<file path="src/rtl/read_exec_pipe_reg_if.sv">
// Read-to-Execute pipeline bus: upstream handshake and payload in, head entry out.
// master = Read/Execute environment side, slave = the pipeline register.
interface read_exec_pipe_reg_if #(
  parameter int unsigned DATA_W = 64,
  parameter int unsigned REG_W  = 4,
  parameter int unsigned CTRL_W = 256
);
  logic              inValidIn;
  logic              inReadyOut;
  logic [DATA_W-1:0] op1In;
  logic [DATA_W-1:0] op2In;
  logic              op1ValidIn;
  logic              op2ValidIn;
  logic [REG_W-1:0]  src1In;
  logic [REG_W-1:0]  src2In;
  logic [REG_W-1:0]  destRegIn;
  logic [DATA_W-1:0] destValIn;
  logic [CTRL_W-1:0] ctrlIn;

  logic              outValidOut;
  logic              outReadyIn;
  logic [DATA_W-1:0] op1Out;
  logic [DATA_W-1:0] op2Out;
  logic              op1ValidOut;
  logic              op2ValidOut;
  logic [REG_W-1:0]  src1Out;
  logic [REG_W-1:0]  src2Out;
  logic [REG_W-1:0]  destRegOut;
  logic [DATA_W-1:0] destValOut;
  logic [CTRL_W-1:0] ctrlOut;

  modport master (
    output inValidIn, op1In, op2In, op1ValidIn, op2ValidIn, src1In, src2In, destRegIn,
           destValIn, ctrlIn, outReadyIn,
    input  inReadyOut, outValidOut, op1Out, op2Out, op1ValidOut, op2ValidOut, src1Out,
           src2Out, destRegOut, destValOut, ctrlOut
  );

  modport slave (
    input  inValidIn, op1In, op2In, op1ValidIn, op2ValidIn, src1In, src2In, destRegIn,
           destValIn, ctrlIn, outReadyIn,
    output inReadyOut, outValidOut, op1Out, op2Out, op1ValidOut, op2ValidOut, src1Out,
           src2Out, destRegOut, destValOut, ctrlOut
  );
endinterface

</file>
<file path="src/rtl/read_exec_pipe_reg.sv">
// Read->Execute pipeline register: 2-entry skid buffer with flush and saturating stall counter.
// Define RD_EX_FORWARDING_EN to patch buffered operands/destVal from the writeback port.
module read_exec_pipe_reg #(
  parameter int unsigned DATA_W = 64,
  parameter int unsigned REG_W  = 4,
  parameter int unsigned CTRL_W = 256,
  parameter int unsigned DEPTH  = 2
) (
  input  logic               clk,
  input  logic               resetN,
  read_exec_pipe_reg_if.slave bus,
  input  logic               flushIn,
  input  logic               wbValidIn,
  input  logic [REG_W-1:0]   wbRegIn,
  input  logic [DATA_W-1:0]  wbDataIn,
  output logic [31:0]        stallCountOut
);

  if (DEPTH != 2) begin : gDepthCheck
    $error("read_exec_pipe_reg: DEPTH must be 2");
  end

  typedef struct packed {
    logic [DATA_W-1:0] op1;
    logic [DATA_W-1:0] op2;
    logic              op1Valid;
    logic              op2Valid;
    logic [REG_W-1:0]  src1;
    logic [REG_W-1:0]  src2;
    logic [REG_W-1:0]  destReg;
    logic [DATA_W-1:0] destVal;
    logic [CTRL_W-1:0] ctrl;
  } entry_t;

  entry_t      slotQ [2];
  entry_t      slotD [2];
  logic        headQ, headD;
  logic [1:0]  countQ, countD;
  logic [31:0] stallCntQ, stallCntD;

  logic   push, pop, tailIdx;
  entry_t inEntry, headEntry;

  // Handshake depends only on registered count, so no comb path from outReadyIn to inReadyOut.
  assign bus.outValidOut = (countQ != 2'd0);
  assign bus.inReadyOut  = (countQ != 2'd2);

  assign push    = bus.inValidIn & bus.inReadyOut;
  assign pop     = bus.outValidOut & bus.outReadyIn;
  assign tailIdx = headQ ^ countQ[0];

  assign inEntry = '{
    op1:      bus.op1In,
    op2:      bus.op2In,
    op1Valid: bus.op1ValidIn,
    op2Valid: bus.op2ValidIn,
    src1:     bus.src1In,
    src2:     bus.src2In,
    destReg:  bus.destRegIn,
    destVal:  bus.destValIn,
    ctrl:     bus.ctrlIn
  };

`ifdef RD_EX_FORWARDING_EN
  logic [1:0] slotLive;
  always_comb begin
    slotLive = 2'b00;
    for (int i = 0; i < 2; i++) begin
      slotLive[i] = (countQ == 2'd2) || ((countQ == 2'd1) && (headQ == 1'(i))) ||
                    (push && (tailIdx == 1'(i)));
    end
  end
`else
  logic unusedWb;
  assign unusedWb = ^{wbValidIn, wbRegIn, wbDataIn};
`endif

  always_comb begin
    slotD  = slotQ;
    headD  = headQ;
    countD = countQ;
    if (flushIn) begin
      // A same-cycle pop is still taken by Execute; nothing else survives.
      countD = 2'd0;
    end else begin
      if (push) slotD[tailIdx] = inEntry;
      if (pop)  headD = ~headQ;
      countD = countQ + {1'b0, push} - {1'b0, pop};
`ifdef RD_EX_FORWARDING_EN
      // Applied after the push write so a forwarded value beats the pushed one.
      for (int i = 0; i < 2; i++) begin
        if (slotLive[i] && wbValidIn) begin
          if (slotD[i].op1Valid && (slotD[i].src1 == wbRegIn)) slotD[i].op1 = wbDataIn;
          if (slotD[i].op2Valid && (slotD[i].src2 == wbRegIn)) slotD[i].op2 = wbDataIn;
          if (slotD[i].destReg == wbRegIn) slotD[i].destVal = wbDataIn;
        end
      end
`endif
    end
  end

  always_comb begin
    stallCntD = stallCntQ;
    if (bus.outValidOut && !bus.outReadyIn && !flushIn && (stallCntQ != 32'hFFFF_FFFF)) begin
      stallCntD = stallCntQ + 32'd1;
    end
  end

  always_ff @(posedge clk or negedge resetN) begin
    if (!resetN) begin
      headQ     <= 1'b0;
      countQ    <= 2'd0;
      stallCntQ <= 32'd0;
      for (int i = 0; i < 2; i++) slotQ[i] <= '0;
    end else begin
      headQ     <= headD;
      countQ    <= countD;
      stallCntQ <= stallCntD;
      for (int i = 0; i < 2; i++) slotQ[i] <= slotD[i];
    end
  end

  assign headEntry       = slotQ[headQ];
  assign bus.op1Out      = headEntry.op1;
  assign bus.op2Out      = headEntry.op2;
  assign bus.op1ValidOut = headEntry.op1Valid;
  assign bus.op2ValidOut = headEntry.op2Valid;
  assign bus.src1Out     = headEntry.src1;
  assign bus.src2Out     = headEntry.src2;
  assign bus.destRegOut  = headEntry.destReg;
  assign bus.destValOut  = headEntry.destVal;
  assign bus.ctrlOut     = headEntry.ctrl;
  assign stallCountOut   = stallCntQ;

endmodule

</file>
<file path="src/flat_wrapper.sv">
// flat-port wrapper written by rule: the top's interface ports become plain ports
module read_exec_pipe_reg_flat 
#(
  parameter int unsigned DATA_W = 64,
  parameter int unsigned REG_W  = 4,
  parameter int unsigned CTRL_W = 256,
  parameter int unsigned DEPTH  = 2
)
  (clk, resetN, flushIn, wbValidIn, wbRegIn, wbDataIn, stallCountOut, bus_inValidIn, bus_op1In, bus_op2In, bus_op1ValidIn, bus_op2ValidIn, bus_src1In, bus_src2In, bus_destRegIn, bus_destValIn, bus_ctrlIn, bus_outReadyIn, bus_inReadyOut, bus_outValidOut, bus_op1Out, bus_op2Out, bus_op1ValidOut, bus_op2ValidOut, bus_src1Out, bus_src2Out, bus_destRegOut, bus_destValOut, bus_ctrlOut);
  read_exec_pipe_reg_if #(.DATA_W(DATA_W), .REG_W(REG_W), .CTRL_W(CTRL_W)) bus_i ();
  input  logic clk;
  input  logic resetN;
  input  logic flushIn;
  input  logic wbValidIn;
  input  logic [REG_W-1:0] wbRegIn;
  input  logic [DATA_W-1:0] wbDataIn;
  output logic [31:0] stallCountOut;
  input wire logic [$bits(bus_i.inValidIn)-1:0] bus_inValidIn;
  input wire logic [$bits(bus_i.op1In)-1:0] bus_op1In;
  input wire logic [$bits(bus_i.op2In)-1:0] bus_op2In;
  input wire logic [$bits(bus_i.op1ValidIn)-1:0] bus_op1ValidIn;
  input wire logic [$bits(bus_i.op2ValidIn)-1:0] bus_op2ValidIn;
  input wire logic [$bits(bus_i.src1In)-1:0] bus_src1In;
  input wire logic [$bits(bus_i.src2In)-1:0] bus_src2In;
  input wire logic [$bits(bus_i.destRegIn)-1:0] bus_destRegIn;
  input wire logic [$bits(bus_i.destValIn)-1:0] bus_destValIn;
  input wire logic [$bits(bus_i.ctrlIn)-1:0] bus_ctrlIn;
  input wire logic [$bits(bus_i.outReadyIn)-1:0] bus_outReadyIn;
  output wire logic [$bits(bus_i.inReadyOut)-1:0] bus_inReadyOut;
  output wire logic [$bits(bus_i.outValidOut)-1:0] bus_outValidOut;
  output wire logic [$bits(bus_i.op1Out)-1:0] bus_op1Out;
  output wire logic [$bits(bus_i.op2Out)-1:0] bus_op2Out;
  output wire logic [$bits(bus_i.op1ValidOut)-1:0] bus_op1ValidOut;
  output wire logic [$bits(bus_i.op2ValidOut)-1:0] bus_op2ValidOut;
  output wire logic [$bits(bus_i.src1Out)-1:0] bus_src1Out;
  output wire logic [$bits(bus_i.src2Out)-1:0] bus_src2Out;
  output wire logic [$bits(bus_i.destRegOut)-1:0] bus_destRegOut;
  output wire logic [$bits(bus_i.destValOut)-1:0] bus_destValOut;
  output wire logic [$bits(bus_i.ctrlOut)-1:0] bus_ctrlOut;
  assign bus_i.inValidIn = bus_inValidIn;
  assign bus_i.op1In = bus_op1In;
  assign bus_i.op2In = bus_op2In;
  assign bus_i.op1ValidIn = bus_op1ValidIn;
  assign bus_i.op2ValidIn = bus_op2ValidIn;
  assign bus_i.src1In = bus_src1In;
  assign bus_i.src2In = bus_src2In;
  assign bus_i.destRegIn = bus_destRegIn;
  assign bus_i.destValIn = bus_destValIn;
  assign bus_i.ctrlIn = bus_ctrlIn;
  assign bus_i.outReadyIn = bus_outReadyIn;
  assign bus_inReadyOut = bus_i.inReadyOut;
  assign bus_outValidOut = bus_i.outValidOut;
  assign bus_op1Out = bus_i.op1Out;
  assign bus_op2Out = bus_i.op2Out;
  assign bus_op1ValidOut = bus_i.op1ValidOut;
  assign bus_op2ValidOut = bus_i.op2ValidOut;
  assign bus_src1Out = bus_i.src1Out;
  assign bus_src2Out = bus_i.src2Out;
  assign bus_destRegOut = bus_i.destRegOut;
  assign bus_destValOut = bus_i.destValOut;
  assign bus_ctrlOut = bus_i.ctrlOut;
  read_exec_pipe_reg #(.DATA_W(DATA_W), .REG_W(REG_W), .CTRL_W(CTRL_W), .DEPTH(DEPTH)) u_core (.clk(clk), .resetN(resetN), .bus(bus_i), .flushIn(flushIn), .wbValidIn(wbValidIn), .wbRegIn(wbRegIn), .wbDataIn(wbDataIn), .stallCountOut(stallCountOut));
endmodule
</file>
<file path="config.mk">
export PLATFORM = sky130hd
export DESIGN_NAME = read_exec_pipe_reg_flat
export DESIGN_NICKNAME = d
export VERILOG_FILES = /design/src/rtl/read_exec_pipe_reg_if.sv /design/src/rtl/read_exec_pipe_reg.sv /design/src/flat_wrapper.sv
export SDC_FILE = /design/constraint.sdc
export NUM_CORES = 1
export LEC_CHECK = 0
export CORE_AREA = 3 3 399 401
export CTS_CLUSTER_DIAMETER = 100
export DETAILED_ROUTE_END_ITERATION = 12
export DIE_AREA = 0 0 402 404
export GPL_ROUTABILITY_DRIVEN = 0
export PLACE_DENSITY = 0.59
export REMOVE_ABC_BUFFERS = 1
export SLEW_MARGIN = 20
export SYNTH_ARGS = -nofsm -noshare
export SYNTH_HDL_FRONTEND = slang
export SYNTH_SLANG_ARGS = --single-unit
</file>
<file path="constraint.sdc">
create_clock -name clk -period 3.5 [get_ports clk]
set_input_delay 0.35 -clock clk [delete_from_list [all_inputs] [get_ports clk]]
set_output_delay 0.35 -clock clk [all_outputs]
set_load 0.01 [all_outputs]
</file>
==> flow_summary.ini <==
[critical_path]
crit_path_largest_cell_delay_ps = 620
worstSetupEndpointType = output port
timing.critical_path.depth = 4
r2r_setup_slack_ps = 880
worstSetupPathType = reg2out
reg2reg_depth = 7
crit_path_max_fanout = 26
arrival_ps = 2890
crit_family = buffers and inverters
crit_path_cell_trace = buf_12 -> buf_4 -> mux2_2 -> clkdlybuf4s50_1
critPathRequiredTime_ps = 3150
worstSetupStartpointType = flop
wp_buf_inv = 3
crit_path_top_delay_cell = sky130_fd_sc_hd__dfrtp_4

[floorplanning]
floorplan.initialDensity = 0.2655
design.die.area_sq_mm = 0.1624
rows = 145
io-pin-count = 1032
core-area_sq_mm = 0.1560
die_width_um = 402
die_height_um = 404

[clock_network]
worstSkewPairLatency_ps = 700
post_cts_repair_resize_count = 0
clock_sinks = 959
clkSlewWorstSetupHoldPaths_ps = 60
cts_made_buffers = 109
clk_root_buffer_cell = sky130_fd_sc_hd__clkbuf_16
cts_tree = done
max-clock-path-buffers = 3
h-tree-depth = 3

[detailed_routing]
drt-total-wl_mm = 120.9
dr.max_layer_used = met5
detail_route.vias_per_cell = 4.409
detail_route.wirelength.met1_mm = 48.97
dr_wl_met2_mm = 58.84
routed_wire_length_per_instance_um = 20.84
drt_first_iter_violations = 932
met3RoutedLength_mm = 9.247
vias = 25580
detail_route.first_pass.iterations = 4
remaining_drcs = 0
drtAntennaViolNets = 0

[synth]
synth_top_family_by_area = multiplexers
seq_area_frac_synth = 0.5794
syn-cell-area_sq_mm = 0.04142
synth_edf_count = 0
synth_top_flop_cell = sky130_fd_sc_hd__dfrtp_1
postSynthCellCount = 2640
yosysMostFrequentCell = sky130_fd_sc_hd__mux2_2
ys_async_sr_fraction = 1.000
synth.largest_area_cell = sky130_fd_sc_hd__dfrtp_1
netlist_top_cells_count = 1207 x sky130_fd_sc_hd__mux2_2, 959 x sky130_fd_sc_hd__dfrtp_1, 180 x sky130_fd_sc_hd__mux2_1, 87 x sky130_fd_sc_hd__buf_2, 48 x sky130_fd_sc_hd__clkbuf_1
yosys.cell_types.count = 35
compound_cell_area_share_of_the_yosys_netlist = 0.0006645
post_synth_mux_area_share = 0.3771
synth.ff_latch_count = 959
synth.top_cells.by_area = sky130_fd_sc_hd__dfrtp_1 58%, sky130_fd_sc_hd__mux2_2 33%, sky130_fd_sc_hd__mux2_1 4.9%
avgSynthCellArea_sq_um = 15.69
ys_warn_count = 0
adder_and_majority_cell_fraction_of_the_synthesized_area = 0.0009062
synth_xor_xnor_area_share = 0.006766
synth_simple_gate_area_share = 0.01386
synth_largest_type_area_fraction = 0.5794

[placement]
post-dp-hpwl_mm = 88.68
io_buffer_count = 962
pre_cts_ws_ps = 805.1

[global_route]
overflow = 0
first_global_vias = 28080
grt_start_max_net_pins = 107
grt_first_pass_wirelength_mm = 179.7
antenna_found_initial = 33
gr-usage-all-layers = 0.1439

[power_and_ir_drop]
share_of_total_power_in_the_clock_network = 0.205
maximum_vdd_ir_drop_uv = 501.4
combinationalPowerShare = 0.464
switching_share = 0.3117
internal_power_mw = 39.75
power.sequential.fraction = 0.331
switching_power_mw = 18.00
cellLeakagePower_nw = 23.56
power_density_mw_per_mm2 = 1004

[timing]
fin_worst_skew_ps = 30.63
finalWorstPathRequiredPeriod_ps = 3240
report.final.hold_viol_count = 0
timing.final.ws_setup_ps = 259.8
report.final.setup_viol = 0
finalSetupTns_ps = 0
rsz0062_at_grt = false
slew_headroom = 0.5298
worstMarginPinSlew_ps = 705.3
layout_worst_path_cycle_share = 0.9258
finalMaxSlewViolations = 0
timing.fmax_ghz = 0.3086

[layout]
area.growth.synth_to_final_pct = 38.90
fillers = 14950
layout.core_utilization = 0.3688
final_layout_size_suffix_gt1_frac = 0.3953
post_layout_net_count = 4179

[flow_run]
cap_violations = 0

[worst_hold_path]
hold_class = in2reg
hold_depth = 2

[status]
run_status = complete, no violations
through the flow:
| step | power [mW] | hold slack (ps) | instances | cell area [sq um] |
|---|---|---|---|---|
| finish | 57.75 | 276.4 | 5801 | 57540 |
| global route | 60.94 | 200.9 | 5793 | 57520 |
| CTS | 58.61 | 173.7 | 5778 | 57470 |
| detailed placement | 46.32 | 413.2 | 5585 | 53720 |
| global placement | 45.90 | 412.7 | 5585 | 53720 |
| floorplan | 31.29 | 54.41 | 2482 | 40560 |
layout make-up:
| class | count | area [sq um] | area share |
|---|---|---|---|
| Multi-Input combinational cell | 1518 | 16540 | 0.2876 |
| Sequential cell | 959 | 24000 | 0.4172 |
| Clock inverter | 24 | 470.5 | 0.008177 |
| Timing Repair Buffer | 1047 | 10610 | 0.1844 |
| Tap cell | 2058 | 2575 | 0.04475 |
| Antenna cell | 22 | 55.05 | 0.0009569 |
| Inverter | 5 | 18.77 | 0.0003262 |
| Clock buffer | 168 | 3262 | 0.05669 |
power groups by stage:
stage	Combinational (mW)	Clock, mW	Sequential, mW
after floorplan	12.7	0	18.6
after global placement	26.9	0	19.0
after detailed placement	27.0	0	19.3
after CTS	27.2	12.3	19.1
after global routing	28.5	12.7	19.8
final	26.8	11.9	19.1
layer usage:
metal,vias to the layer above,global-route usage
met4,24,0.05002
met2,648,0.2400
met3,199,0.05415
li1,11520,-
met1,13190,0.1697
met5,-,0
cells by family (layout without fill, tap and decap cells):
family,after synthesis,count (layout)
buf+inv,163,1244
other cells,0,22
simple gates,91,91
fa+ha+maj,3,3
compound gates,5,5
flops,959,959
mux,1387,1387
xor+xnor,32,32
placed cells by master, fill, tap and decap left out, types with 3 or more instances in the layout:
cell type	Yosys	final
sky130_fd_sc_hd__buf_12	0	26
sky130_fd_sc_hd__xor2_1	15	15
sky130_fd_sc_hd__bufinv_16	0	10
sky130_fd_sc_hd__nand3_1	16	16
sky130_fd_sc_hd__nor3_1	4	4
sky130_fd_sc_hd__and4_1	5	5
sky130_fd_sc_hd__a21oi_1	3	3
sky130_fd_sc_hd__nand4_1	9	9
sky130_fd_sc_hd__mux2_1	180	180
sky130_fd_sc_hd__clkinv_2	0	5
sky130_fd_sc_hd__clkbuf_1	48	30
sky130_fd_sc_hd__dfrtp_1	959	958
sky130_fd_sc_hd__and4_4	3	3
sky130_fd_sc_hd__clkbuf_8	0	27
sky130_fd_sc_hd__buf_4	2	57
sky130_fd_sc_hd__and2_1	3	3
sky130_fd_sc_hd__clkdlybuf4s50_1	0	961
sky130_fd_sc_hd__ha_1	3	3
sky130_fd_sc_hd__nor2_1	11	11
sky130_fd_sc_hd__nand2_1	13	13
sky130_fd_sc_hd__clkbuf_16	0	111
sky130_fd_sc_hd__nor3_2	6	6
sky130_fd_sc_hd__mux2_2	1207	1207
sky130_fd_sc_hd__inv_1	4	4
sky130_fd_sc_hd__and3_1	7	7
sky130_fd_sc_hd__xnor2_1	17	17
sky130_fd_sc_hd__diode_2	0	22
flip-flops by register name, indices dropped and copies added, names as in the netlist:
signal / count
u_core.countQ: 2
u_core.headQ: 1
u_core.slotQ: 924
u_core.stallCountOut: 32
timing repair:
item / 4_1_cts / 5_1_grt
endpoints found under the setup margin: 0 / 4
hold buffers: 1 / 0
buffers inserted: 0 / 1
endpoints found under the hold margin: 39 / 0
worst paths after layout:
check / start / to
max in group asynchronous: resetN / u_core.slotQ[254]
worst min register to register: u_core.slotQ[705] / u_core.slotQ[705]
worst min-delay path: bus_ctrlIn[234] / u_core.slotQ[696]
worst max-delay path: u_core.headQ / bus_ctrlOut[15]
worst max register to register: u_core.headQ / u_core.slotQ[784]
min in group asynchronous: resetN / u_core.slotQ[291]
Power figures use the tool's default switching activity.
